$ cat config.mk
export PLATFORM = sky130hd
export DESIGN_NAME = pem_edge_conditioner
export DESIGN_NICKNAME = d
export VERILOG_FILES = /design/src/rtl/pem_edge_conditioner.sv
export SDC_FILE = /design/constraint.sdc
export NUM_CORES = 1
export LEC_CHECK = 0
export CORE_MARGIN = 2
export CORE_UTILIZATION = 56
export CTS_BUF_LIST = sky130_fd_sc_hd__clkbuf_8
export CTS_CLUSTER_DIAMETER = 80
export DETAILED_ROUTE_END_ITERATION = 16
export MAX_ROUTING_LAYER = met4
export PLACE_DENSITY = 0.81
export REMOVE_ABC_BUFFERS = 1
export SETUP_SLACK_MARGIN = 0.02
export SYNTH_ARGS = -nofsm -noshare
export SYNTH_HDL_FRONTEND = slang
export SYNTH_SLANG_ARGS = --single-unit
$ cat constraint.sdc
create_clock -name clk -period 2.5 [get_ports clk]
set_clock_uncertainty 0.2 [all_clocks]
set_input_delay 0.625 -clock clk [delete_from_list [all_inputs] [get_ports clk]]
set_output_delay 0.625 -clock clk [all_outputs]
set_load 0.1 [all_outputs]
$ cat src/rtl/pem_edge_conditioner.sv
// PEM reference conditioner: 2-flop sync, deglitch, edge lockout, LOS detect.
// In: clk, rst_n, pem_ref_in, enable. Out: pem_posedge, pem_level, period,
// period_valid, signal_lost. Macro PEM_PERIOD_MEAS_EN enables period output.
module pem_edge_conditioner #(
  parameter int unsigned GLITCH_CYC  = 8,
  parameter int unsigned MIN_PERIOD  = 16,
  parameter logic [19:0] LOS_TIMEOUT = 20'd1000000
) (
  input  logic        clk,
  input  logic        rst_n,
  input  logic        pem_ref_in,
  input  logic        enable,
  output logic        pem_posedge,
  output logic        pem_level,
  output logic [19:0] period,
  output logic        period_valid,
  output logic        signal_lost
);

  typedef enum logic [1:0] {
    S_IDLE,
    S_ACQ,
    S_LOCK,
    S_LOST
  } state_t;

  localparam logic [7:0]  GLAST = 8'(GLITCH_CYC - 1);
  localparam logic [19:0] MINP  = 20'(MIN_PERIOD);
  localparam logic [19:0] LLAST = LOS_TIMEOUT - 20'd1;
  localparam logic [19:0] SMAX  = 20'hFFFFF;

  logic        r_s1;
  logic        r_s2;
  logic        r_level;
  logic        r_level_d;
  logic        r_cand;
  logic [7:0]  r_gcnt;
  logic [19:0] r_since;
  state_t      r_state;
  logic        r_pulse;
  logic        r_lost;

  state_t      w_next;
  logic        w_acc;
  logic        w_clear;

  // r_cand adds one stage so the pulse lands GLITCH_CYC+3 after the input.
  always_ff @(posedge clk or negedge rst_n) begin
    if (!rst_n) begin
      r_s1      <= 1'b0;
      r_s2      <= 1'b0;
      r_level   <= 1'b0;
      r_level_d <= 1'b0;
      r_cand    <= 1'b0;
      r_gcnt    <= '0;
    end else begin
      r_s1      <= pem_ref_in;
      r_s2      <= r_s1;
      r_level_d <= r_level;
      r_cand    <= r_level & ~r_level_d;
      if (r_s2 == r_level) begin
        r_gcnt <= '0;
      end else if (r_gcnt == GLAST) begin
        r_gcnt  <= '0;
        r_level <= r_s2;
      end else begin
        r_gcnt <= r_gcnt + 8'd1;
      end
    end
  end

  // r_since holds the distance (in cycles) to the last accepted edge.
  assign w_clear = (r_since > MINP);

  always_comb begin
    w_acc  = 1'b0;
    w_next = r_state;
    unique case (r_state)
      S_IDLE: w_next = S_ACQ;
      S_ACQ: begin
        w_acc = r_cand;
        if (r_cand) w_next = S_LOCK;
      end
      S_LOCK: begin
        w_acc = r_cand & w_clear;
        if (!w_acc && r_since == LLAST)
          w_next = S_LOST;
      end
      S_LOST: begin
        w_acc = r_cand & w_clear;
        if (w_acc) w_next = S_LOCK;
      end
      default: w_next = S_IDLE;
    endcase
    if (!enable) w_next = S_IDLE;
  end

  always_ff @(posedge clk or negedge rst_n) begin
    if (!rst_n) begin
      r_state <= S_IDLE;
      r_since <= '0;
      r_pulse <= 1'b0;
      r_lost  <= 1'b0;
    end else begin
      r_state <= w_next;
      r_pulse <= w_acc;
      r_lost  <= (r_state == S_LOST);
      if (r_state == S_IDLE)
        r_since <= '0;
      else if (w_acc)
        r_since <= 20'd1;
      else if (r_since != SMAX)
        r_since <= r_since + 20'd1;
    end
  end

  assign pem_posedge = r_pulse;
  assign pem_level   = r_level;
  assign signal_lost = r_lost;

`ifdef PEM_PERIOD_MEAS_EN
  logic [19:0] r_period;
  logic        r_pv;

  // Only edges seen while already locked have a meaningful predecessor.
  always_ff @(posedge clk or negedge rst_n) begin
    if (!rst_n) begin
      r_period <= '0;
      r_pv     <= 1'b0;
    end else begin
      r_pv <= w_acc & (r_state == S_LOCK);
      if (w_acc && r_state == S_LOCK)
        r_period <= r_since;
    end
  end

  assign period       = r_period;
  assign period_valid = r_pv;
`else
  assign period       = 20'd0;
  assign period_valid = 1'b0;
`endif

endmodule

==> results.yml <==
timing:
  post-route-period-util: 0.877
  setup_viol: 0
  slew_headroom: 0.477
  holdWs_ps: 170
  tns_ps: 0
  drv_slew: 0
  period_minus_slack_ps: 2190
  grt_setup_unrepaired: "false"
  worstMarginPinSlew_ps: 784
  fmax_mhz: 456
  final_hold_viol_count: 0
route:
  dr.pass1.iters: 4
  vias: 1429
  wl_um: 3440
  drtIter0Drc: 79
  final_antenna_net_count: 0
  vias_per_cell: 5.48
  route.detailed.drc: 0
  wire_per_inst_um: 13.2
power_and_ir_drop:
  netSwitchingFraction: 0.367
  pwr-share-comb: 0.266
  seqPwrFrac: 0.423
  internal_power_w: 0.00108
  p_leak_nw: 0.905
  max-vdd-ir-drop_uv: 578
  clkPwrFrac: 0.311
  p_per_area_nw_per_um2: 810
  power.switching_w: 0.000628
cells_and_area:
  nets: 221
  synthToLayoutAreaGrowth_pct: 5.43
  stdcell_area_um2: 2110
  drive_above_1_share: 0.0884
  antenna_cells: 0
placement:
  gp_congestion: 0.897
  numPortBuffers: 6
  place_hpwl_um: 2390
  place_area_um2: 1990
setup_path:
  critPathCapture: "r_since[10]"
  worst_setup_path_start_kind: "flop"
  critPathRequiredTime_ps: 2510
  timing.rr.end: "r_since[10]"
  crit_path_start: "r_since[9]"
  cpPeakStageDelay_ps: 450
  critical_path_arrival_ps: 2200
  cp_max_fo: 19
  reg2reg_depth: 5
  slowest_stage: "dfrtp_1"
  path_buf_inv: 0
  cp-end-kind: "flop"
  worstPathCellList: "nor4_1 -> nand4_1 -> o21ai_1 -> o21ai_2 -> nor3_1"
  critPathTopFamily: "simple AND/OR/NAND/NOR gates"
  critical_path_depth: 5
  reg2reg_slack_ps: 310
  crit_type: "reg -> reg"
  r2r-start: "r_since[9]"
synth:
  synthTopCellsByArea: "dfrtp_1 (46%), buf_4 (7.9%), nor2_1 (5.2%), xnor2_1 (4.8%), xor2_1 (3.9%)"
  synth_top_area_frac: 0.462
  synth_seq_cells: 37
  postSynth.asyncResetShare: 1.00
  syn_avg_cell_area_um2: 9.73
  synth_area_um2: 2000
  yosysTopAreaCell: "dfrtp_1"
  seq_area_frac_synth: 0.462
  postSynthCellCount: 206
  synth.distinct_cells: 41
  ys.flop_type: "dfrtp_1"
  yosysWarnings: 0
  synth-edff-count: 0
clock_tree:
  holdBufCountCts: 0
  clk_pin_slew_ps: 70
  cts_resized: 0
  tritoncts: "yes"
  postCtsSetupBuffers: 0
  numClockSinks: 37
  cts-root-buf: "clkbuf_8"
  htree_levels: 2
  clk_latency_ps: 290
  cts_made_buffers: 5
  clock_tree.buffer_depth: 2
global_route:
  grt_first_pass_wirelength_um: 6000
  grt_pass1_vias: 1329
  grt.total_usage: 0.197
  grt_antenna_before_repair: 0
  grt-ovfl-total: 0
  grt_max_degree: 38
die:
  io_pins: 28
  design.core.area_um2: 3390
  dieArea_um2: 4070
  num_rows: 21
  die_w_um: 63.8
  die_h_um: 63.8
  start_util: 0.591
flow_run:
  drv_cap: 0
status:
  status: "complete, no violations"
hold_path:
  hp-class: "reg -> reg"
-- sequential cells by signal (all words and copies together) (netlist names) --
name         count
r_level_d        1
pem_posedge      1
r_gcnt           8
signal_lost      1
r_since         20
r_s1             1
pem_level        1
r_s2             1
r_state          2
r_cand           1
-- area by class of cell --
cell class / instances / area [um^2]
fill: 280 / 1280
timing repair buffer: 7 / 55.1
clock inverter: 2 / 37.5
inverter: 5 / 18.8
clock buffer: 6 / 82.6
tap: 46 / 57.6
multi-input combinational: 158 / 936
sequential: 37 / 926
-- synth_stat cells, types with 2 or more instances --
cell and n:
dfrtp_1 37, nor2_1 28, buf_4 21, xnor2_1 11, nand2_1 10, nand3_1 10
xor2_1 9, nand4_1 8, nor4_1 6, a21oi_1 5, a31oi_1 5, inv_1 5
nor3_1 5, and3_1 4, and2_1 3, buf_6 3, ha_1 3, nor2b_1 3
or4_1 3, clkbuf_1 2, mux2i_1 2, o21a_1 2, o31ai_1 2, or2_1 2
-- kinds of logic after synthesis --
family | count (synthesis) | share of synthesized area
AOI/OAI and AO/OA | 20 | 0.0643
xor gates and xnor gates | 20 | 0.0874
adders and majority gates | 3 | 0.0187
buffers and inverters | 31 | 0.109
DFF | 37 | 0.462
muxes | 3 | 0.0156
other | 1 | 0.00187
and+or+nand+nor | 91 | 0.242
-- through the flow --
stage | worst slack [ps] | std cells | power (W) | util
floorplan | 601 | 200 | 0.00110 | -
global placement | 391 | 253 | 0.00118 | 0.588
detailed placement | 359 | 253 | 0.00119 | 0.588
CTS | 356 | 261 | 0.00172 | 0.623
global route | 152 | 261 | 0.00180 | 0.623
finish | 306 | 261 | 0.00171 | 0.623
-- cells in the final DEF, fill, tap and decap left out, types with 2 or more instances in the layout --
master,n
nor4_1,6
nor3_1,5
ha_1,3
nand4_1,8
xor2_1,9
or2_1,2
clkbuf_8,6
dfrtp_1,37
buf_4,4
and3_1,4
nand3_1,10
xnor2_1,11
and2_1,3
o21a_1,2
a21oi_1,5
o31ai_1,2
nand2_1,10
nor2b_1,3
mux2i_1,2
clkdlybuf4s50_1,2
nor2_1,28
conb_1,21
inv_1,5
a31oi_1,5
or4_1,3
-- power groups by stage --
stage / logic (W) / clock network, W / registers [W]
after floorplan: 0.000301 / 0 / 0.000798
after global placement: 0.000452 / 0 / 0.000727
after detailed placement: 0.000457 / 0 / 0.000732
after CTS: 0.000459 / 0.000540 / 0.000721
after global routing: 0.000500 / 0.000569 / 0.000734
final: 0.000455 / 0.000533 / 0.000723
-- per-layer routing --
metal  share of wire  track usage  routed length, um
met4           0.015       0.0707                 51
met3           0.068       0.0599                233
met2            0.46        0.284               1570
met1            0.46        0.264               1580
met5               0            -                  0
-- how the worst min path moves through the flow --
stage,from,end,slack (ps),cells past startpoint
after CTS,r_s1,r_s2,170,0
after global routing,r_s1,r_s2,180,0
final,r_s1,r_s2,170,0
after global placement,r_s1,r_s2,150,0
after floorplan,rst_n,pem_level,130,0
after detailed placement,r_s1,r_s2,140,0
Power figures use the tool's default switching activity.
